### config.mk
export PLATFORM = sky130hd
export DESIGN_NAME = svnet_acc_ram
export DESIGN_NICKNAME = d
export VERILOG_FILES = /design/src/rtl/svnet_acc_ram.sv
export SDC_FILE = /design/constraint.sdc
export NUM_CORES = 1
export LEC_CHECK = 0
export CAP_MARGIN = 5
export CORE_MARGIN = 3
export CORE_UTILIZATION = 35
export DETAILED_ROUTE_END_ITERATION = 10
export REMOVE_ABC_BUFFERS = 1
export SYNTH_ARGS = -nofsm -noshare
export SYNTH_HDL_FRONTEND = slang
export SYNTH_SLANG_ARGS = --single-unit
### constraint.sdc
create_clock -name clk -period 4.25 [get_ports clk]
set_input_delay 0.85 -clock clk [delete_from_list [all_inputs] [get_ports clk]]
set_output_delay 0.85 -clock clk [all_outputs]
set_load 0.02 [all_outputs]
### src/rtl/svnet_acc_ram.sv
// ---------------------------------------------------------------------------
// svnet_acc_ram
//
// Partial-sum store for the convolution datapath. It is a single-clock RAM
// with one write port and one read port. Each write either stores its data or
// adds it to the word already there (accumulate). Reads see every write
// presented at least one cycle earlier, through stage-B forwarding. A
// hardware sweep can zero-fill the whole array.
//
// Ports
//   clk             : clock, all state updates on the rising edge
//   rst_n           : asynchronous, active-low reset
//   clear           : start (or restart) a zero-fill sweep of the array
//   busy            : sweep in progress; requests are ignored while high
//   write           : write request
//   write_mode      : 0 = store, 1 = accumulate
//   write_address   : write address (< DEPTH)
//   write_data      : store value or signed addend
//   read            : read request
//   read_address    : read address (< DEPTH)
//   read_data_valid : read_data carries a result this cycle
//   read_data       : read result; holds its value when read_data_valid is low
//
// Pipeline (request presented in cycle N)
//   N+1 stage A : registered request; fetch old word (with forwarding), and
//                 compute the new word
//   N+2 stage B : new word is written into the array at the end of the cycle
//   Reads are registered in N+1 and the result is registered for N+2.
// ---------------------------------------------------------------------------
module svnet_acc_ram #(
    parameter int DEPTH    = 1,
    parameter int WIDTH    = 1,
    parameter bit SATURATE = 1'b0,
    localparam int AW      = (DEPTH > 1) ? $clog2(DEPTH) : 1
) (
    input  logic             clk,
    input  logic             rst_n,
    input  logic             clear,
    output logic             busy,
    input  logic             write,
    input  logic             write_mode,
    input  logic [AW-1:0]    write_address,
    input  logic [WIDTH-1:0] write_data,
    input  logic             read,
    input  logic [AW-1:0]    read_address,
    output logic             read_data_valid,
    output logic [WIDTH-1:0] read_data
);

    // A one-word array still carries a 1-bit address; a second, never
    // addressed word keeps every index width exact.
    localparam int MEM_DEPTH = (DEPTH > 1) ? DEPTH : 2;

    localparam logic [AW-1:0]    LAST_ADDR = AW'(DEPTH - 1);
    // Signed limits for the saturating accumulate.
    localparam logic [WIDTH-1:0] SMIN      = WIDTH'(1) << (WIDTH - 1);
    localparam logic [WIDTH-1:0] SMAX      = ~SMIN;

    typedef enum logic {
        S_IDLE,
        S_SWEEP
    } sweep_state_e;

    // ------------------------------------------------------------------
    // Storage
    // ------------------------------------------------------------------
    logic [WIDTH-1:0] mem [MEM_DEPTH];

    // ------------------------------------------------------------------
    // Pipeline registers
    // ------------------------------------------------------------------
    logic             a_valid;
    logic             a_mode;
    logic [AW-1:0]    a_addr;
    logic [WIDTH-1:0] a_data;

    logic             r_valid;
    logic [AW-1:0]    r_addr;

    logic             b_valid;
    logic [AW-1:0]    b_addr;
    logic [WIDTH-1:0] b_data;

    // ------------------------------------------------------------------
    // Sweep control
    // ------------------------------------------------------------------
    sweep_state_e     state_q;
    sweep_state_e     state_d;
    logic [AW-1:0]    sweep_addr_q;
    logic [AW-1:0]    sweep_addr_d;

    // ------------------------------------------------------------------
    // Combinational datapath
    // ------------------------------------------------------------------
    logic             a_live;
    logic             b_live;
    logic             r_live;
    logic [WIDTH-1:0] a_old;
    logic [WIDTH-1:0] r_word;
    logic [WIDTH:0]   sum;
    logic             overflow;
    logic [WIDTH-1:0] acc_result;
    logic [WIDTH-1:0] a_new;

    logic             mem_we;
    logic [AW-1:0]    mem_waddr;
    logic [WIDTH-1:0] mem_wdata;

    assign busy = (state_q == S_SWEEP);

    // The first busy cycle is the cycle after clear was presented. At that
    // point stage B holds the write from the cycle before clear, stage A the
    // write presented with clear, and the read stage the read presented with
    // clear. Gating all three with busy discards exactly those. Later busy
    // cycles have empty stages, because requests are not accepted while busy.
    assign a_live = a_valid & ~busy;
    assign b_live = b_valid & ~busy;
    assign r_live = r_valid & ~busy;

    // Stage B has not reached the array yet, so its value overrides the
    // array word for a matching stage-A fetch or registered read.
    assign a_old  = (b_live && (b_addr == a_addr)) ? b_data : mem[a_addr];
    assign r_word = (b_live && (b_addr == r_addr)) ? b_data : mem[r_addr];

    // Signed WIDTH+1-bit sum. The two top bits differ exactly when the
    // result does not fit in WIDTH bits.
    assign sum      = {a_old[WIDTH-1], a_old} + {a_data[WIDTH-1], a_data};
    assign overflow = sum[WIDTH] ^ sum[WIDTH-1];

    always_comb begin
        // NOTE: every output of a combinational block gets a default first,
        // so no path leaves it unassigned and no latch is inferred.
        acc_result = sum[WIDTH-1:0];
        if (SATURATE && overflow) begin
            acc_result = sum[WIDTH] ? SMIN : SMAX;
        end
    end

    assign a_new = a_mode ? acc_result : a_data;

    // Single array write port, shared between the sweep and stage B. They
    // never collide, because stage B is gated off while busy.
    always_comb begin
        mem_we    = 1'b0;
        mem_waddr = b_addr;
        mem_wdata = b_data;
        if (busy) begin
            mem_we    = 1'b1;
            mem_waddr = sweep_addr_q;
            mem_wdata = '0;
        end else if (b_live) begin
            mem_we    = 1'b1;
        end
    end

    // NOTE: the array has no reset. A memory with a reset cannot map onto
    // RAM, and the clear sweep gives a defined state when one is needed.
    always_ff @(posedge clk) begin
        if (mem_we) begin
            mem[mem_waddr] <= mem_wdata;
        end
    end

    // ------------------------------------------------------------------
    // Sweep FSM: state register
    // ------------------------------------------------------------------
    // NOTE: sequential state is assigned with non-blocking (<=) so every
    // flop samples values from before the edge, regardless of block order.
    always_ff @(posedge clk or negedge rst_n) begin
        if (!rst_n) begin
            state_q      <= S_IDLE;
            sweep_addr_q <= '0;
        end else begin
            state_q      <= state_d;
            sweep_addr_q <= sweep_addr_d;
        end
    end

    // Sweep FSM: next state. Clear always wins and restarts at address 0,
    // so a clear during a sweep extends it.
    always_comb begin
        state_d      = state_q;
        sweep_addr_d = sweep_addr_q;
        if (clear) begin
            state_d      = S_SWEEP;
            sweep_addr_d = '0;
        end else if (state_q == S_SWEEP) begin
            if (sweep_addr_q == LAST_ADDR) begin
                state_d = S_IDLE;
            end else begin
                sweep_addr_d = sweep_addr_q + 1'b1;
            end
        end
    end

    // ------------------------------------------------------------------
    // Request entry, stage A -> B, and read result
    // ------------------------------------------------------------------
    always_ff @(posedge clk or negedge rst_n) begin
        if (!rst_n) begin
            a_valid         <= 1'b0;
            a_mode          <= 1'b0;
            a_addr          <= '0;
            a_data          <= '0;
            r_valid         <= 1'b0;
            r_addr          <= '0;
            b_valid         <= 1'b0;
            b_addr          <= '0;
            b_data          <= '0;
            read_data_valid <= 1'b0;
            read_data       <= '0;
        end else begin
            // Requests presented while busy are dropped, not queued.
            a_valid <= write & ~busy;
            a_mode  <= write_mode;
            a_addr  <= write_address;
            a_data  <= write_data;
            r_valid <= read & ~busy;
            r_addr  <= read_address;

            b_valid <= a_live;
            b_addr  <= a_addr;
            b_data  <= a_new;

            read_data_valid <= r_live;
            if (r_live) begin
                read_data <= r_word;
            end
        end
    end

    // ------------------------------------------------------------------
    // Address range checks
    // ------------------------------------------------------------------
    a_write_addr_in_range : assert property (
        @(posedge clk) disable iff (!rst_n)
        write |-> (int'(write_address) < DEPTH)
    );

    a_read_addr_in_range : assert property (
        @(posedge clk) disable iff (!rst_n)
        read |-> (int'(read_address) < DEPTH)
    );

endmodule

=== Word level (Yosys, flattened, before mapping) ===
Memories as Yosys holds them, arrays and structs flattened. A register that Yosys moved wholly into a read port is not among the register bits.
Index checks and enable logic that the tools add are counted.

* Bitwise logic cells: 6
* Reductions and logical operators: 3
* Mux-type cells: 14
* $add $sub $neg: 2
* Eq/ne operators: 1

{| class="wikitable"
|+ Operator list
! operator !! count
|-
| two-way mux 1 bit || 14
|-
| AND 1 bit || 5
|-
| nonzero test 2 bit || 1
|-
| adder 1 bit || 1
|-
| adder 1 bit (second input constant) || 1
|-
| == test 1 bit || 1
|-
| logical AND 1 bit || 1
|-
| logical NOT 1 bit || 1
|-
| inverter 1 bit || 1
|}

* RAM bits: 2
* Word-level logic and storage cells: 39
* Bits in registers: 12
* Memories kept: 1

{| class="wikitable"
|+ Memory list
! name !! words !! width !! rd ports !! clocked after memory_dff !! write ports !! RTL line !! source
|-
| mem || 2 || 1 || 2 || 1 || 1 || 67 || <nowiki>logic [WIDTH-1:0] mem [MEM_DEPTH];</nowiki>
|}

=== Depth between registers and ports, before layout ===
* Word-level depth: 6
* Mapped depth: 4

=== Least setup slack after synthesis ===
OpenSTA, ideal clock, no wires.

* Path kind: register -> register
* Start point: register state_q (netlist: busy)
* End point: register read_data, read port of mem
* Data arrival time: 1390 ps
* Path slack: 2735 ps
* Stages on the path, launching flop included: 5
* Required time: 4125 ps
* Period minus slack after synthesis: 1515 ps
* Buffers on the path: 0
* Path through: dfrtp_1 -> and3b_1 -> o21ai_1 -> mux2_1 -> mux2_4

* Word-level cells in the longest chain between the ends: 2

{| class="wikitable"
|+ Ends and longest elaborated chain
! what !! RTL line !! source
|-
| start, declared || 87 || <nowiki>sweep_state_e state_q;</nowiki>
|-
| start signal, assigned || 174 || <nowiki>state_q <= state_d;</nowiki>
|-
| inverter 1 bit || 118 || <nowiki>assign r_live = r_valid & ~busy;</nowiki>
|-
| AND 1 bit || 118 ||
|-
| end, declared || 47 || <nowiki>output logic [WIDTH-1:0] read_data</nowiki>
|}

No other way between the ends.
A chain may end at the register's enable or synchronous reset.

=== Final worst setup path ===
* Start point: register state_q (netlist: busy)
* End point: output port busy

{| class="wikitable"
|+ RTL lines
! what !! RTL line !! source
|-
| end, declared || 39 || <nowiki>output logic busy,</nowiki>
|}

No word-level cell between the ends.

==> results.cfg <==
[synthesis]
ys_types = 16
netlist_area_um2 = 526
synth_top_area_cell = dfrtp_1
syn_inst = 34
ys_seq_area_share_pct = 68.6
ys_warn_count = 0
ys_ff_latch = 14
postSynthAreaPerCell_um2 = 15.5
yosysTopAreaCellShare_pct = 57.1
synth.area.top_cells = dfrtp_1 (57%), edfxtp_1 (11%), and2b_2 (6.7%)

[final_layout]
largest_reg_flops = 2
final_util_pct = 50.4
drive_gt1_share_pct = 22.4
nNetsFinal = 59
layoutNonFillerInstCount = 64
area_growth_pct = 29.5
diodes = 0
top_register = mem

[floorplan]
initial_utilization_pct = 38.9
rows = 13
core_um2 = 1350
die-height_um = 44.8
ios = 12
design.die.area_um2 = 2000
die_w_um = 44.8

[power]
p_int_mw = 0.199
seqPwrFrac_pct = 58.8
switching_share_pct = 22.1
ir_worst_vdd_mv = 0.166
p_comb_share_pct = 12.6
power_frac_clock_pct = 28.6
power.total_mw = 0.256
total_leakage_power_nw = 0.307
p_switching_mw = 0.0565
power_density_nw_per_um2 = 376

[global_route]
grtUsageMet1_pct = 12.6
grt_pass1_vias = 309
grt.overflow.total = 0
antenna_found_initial = 0
grt_max_degree = 13
busiest_layer = met2
grtUsageTotal_pct = 9.50
grtUsageMet2_pct = 13.8
grt_pass1_wl_um = 1370
use_met3_pct = 3.98

[route]
drc_errors = 0
ant_nets = 0
viasPerCell = 4.53
drtIter0Drc = 6
dr.pass1.iters = 3
vias = 290
routed_wl_um = 725
wl_per_cell_um = 11.3

[clock_network]
clockRootBuffer = clkbuf_4
cts_inserted_buffers = 3
cts_hold_buffers = 0
post_cts_buffers = 0
htreeDepth = 1
clock_path_buffers = 2
cts_sinks = 14
cts.repair.resized = 0
tritoncts = yes
clk_latency_ns = 0.27
clkTransAtPathRegs_ns = 0.08

[timing]
whs_ns = 0.441
fin_setup_tns_ns = 0
period_share_pct = 52.2
skew_ns = 0.00346
slew_viol_final = 0
setup_viol = 0
rsz0062_at_grt = no
worst_pin_slew_ns = 0.514
finalHoldViolCount = 0
fin_crit_ns = 2.22
relSlewSlack_pct = 65.6
max_freq_mhz = 451

[worst_setup_path]
rr_endpoint = read_data
cp-start-kind = flip-flop
slowest_delay_ns = 0.64
path_cells = clkdlybuf4s50_1
regToRegSetupSlack_ns = 2.77
cp.arrival_ns = 1.37
crit_path_top_delay_cell = clkdlybuf4s50_1
crit_path_max_fanout = 9
worstPathBufferInverterCount = 1
r2r_start = busy
cp_top_family = buffers and inverters
criticalPathCategory = reg -> out
required_ns = 3.40
r2r_cells = 4
worst_setup_path_end_kind = primary output

[run_status]
status = complete, no violations

[placed_design]
dp_hpwl_um = 571
io_buffers = 11
place_congestion = 0.740
place_inst = 60

[min_path]
hold_path.class = reg -> reg
hold_depth = 1
hold_end = b_data
min_from = a_data

[flow_run]
maxCapViolCount = 0
[worst register-to-register path, delay by kind of cell (launching register included)]
family | cells | cell delay, ns
flops | 1 | 0.45
mux | 2 | 0.58
compound gates | 1 | 0.13
simple gates | 1 | 0.20
[area by class of cell]
type                            instances  area [um^2]
Tap cell                               15         18.8
Clock buffer                            3         22.5
Multi-Input combinational cell         19          161
Sequential cell                        14          360
Timing Repair Buffer                   11          110
Inverter                                1         3.75
Clock inverter                          1         3.75
Fill cell                             123          669
[power groups by stage]
stage | clock network (mW) | registers, mW | logic, mW
finish | 0.0731 | 0.150 | 0.0322
detailed placement | 0 | 0.153 | 0.0326
global route | 0.0830 | 0.152 | 0.0350
global placement | 0 | 0.153 | 0.0324
CTS | 0.0752 | 0.151 | 0.0327
floorplan | 0 | 0.156 | 0.0123
[worst max path at each step]
stage,from,to,slack (ns),depth (start not counted)
detailed placement,busy,busy,2.33,1
floorplan,busy,read_data,2.73,4
global route,busy,busy,1.97,1
global placement,busy,busy,2.35,1
CTS,busy,busy,2.02,1
finish,busy,busy,2.03,1
[per-stage QoR]
stage,area (um^2),setup WS [ns]
final,681,2.03
after global routing,681,1.97
after CTS,681,2.02
after detailed placement,654,2.33
after global placement,654,2.35
after floorplan,526,2.73
[layer usage]
layer  vias to the layer above  routed length (um)
li1                        146                   -
met1                       134                 335
met2                        10                 336
met3                         0                  54
met4                         0                   0
met5                         -                   0
[layout by cell type (no fill, tap or decap)]
cell type / n
a21o_2: 1
and2b_2: 4
and2b_4: 1
and3b_1: 1
clkbuf_4: 3
clkdlybuf4s50_1: 11
clkinv_1: 1
dfrtp_1: 12
edfxtp_1: 2
inv_1: 1
mux2_1: 1
mux2_2: 1
mux2_4: 1
mux2i_1: 1
nand2b_1: 1
nor2_1: 2
o21ai_1: 2
o311a_1: 1
xor2_1: 2
[synth_stat cells]
cell type and count:
dfrtp_1 12, and2b_2 4, edfxtp_1 2, nor2_1 2
o21ai_1 2, xor2_1 2, a21o_2 1, and2b_4 1
and3b_1 1, inv_1 1, mux2_1 1, mux2_2 1
mux2_4 1, mux2i_1 1, nand2b_1 1, o311a_1 1
[kinds of logic after synthesis]
kind of cell	Yosys count	share of synthesized area, %
xor+xnor	2	3.33
mux	4	9.05
buf+inv	1	0.714
compound gates	4	5.48
simple gates	9	12.9
flops	14	68.6
No activity file was read; power rests on OpenSTA's default activity.
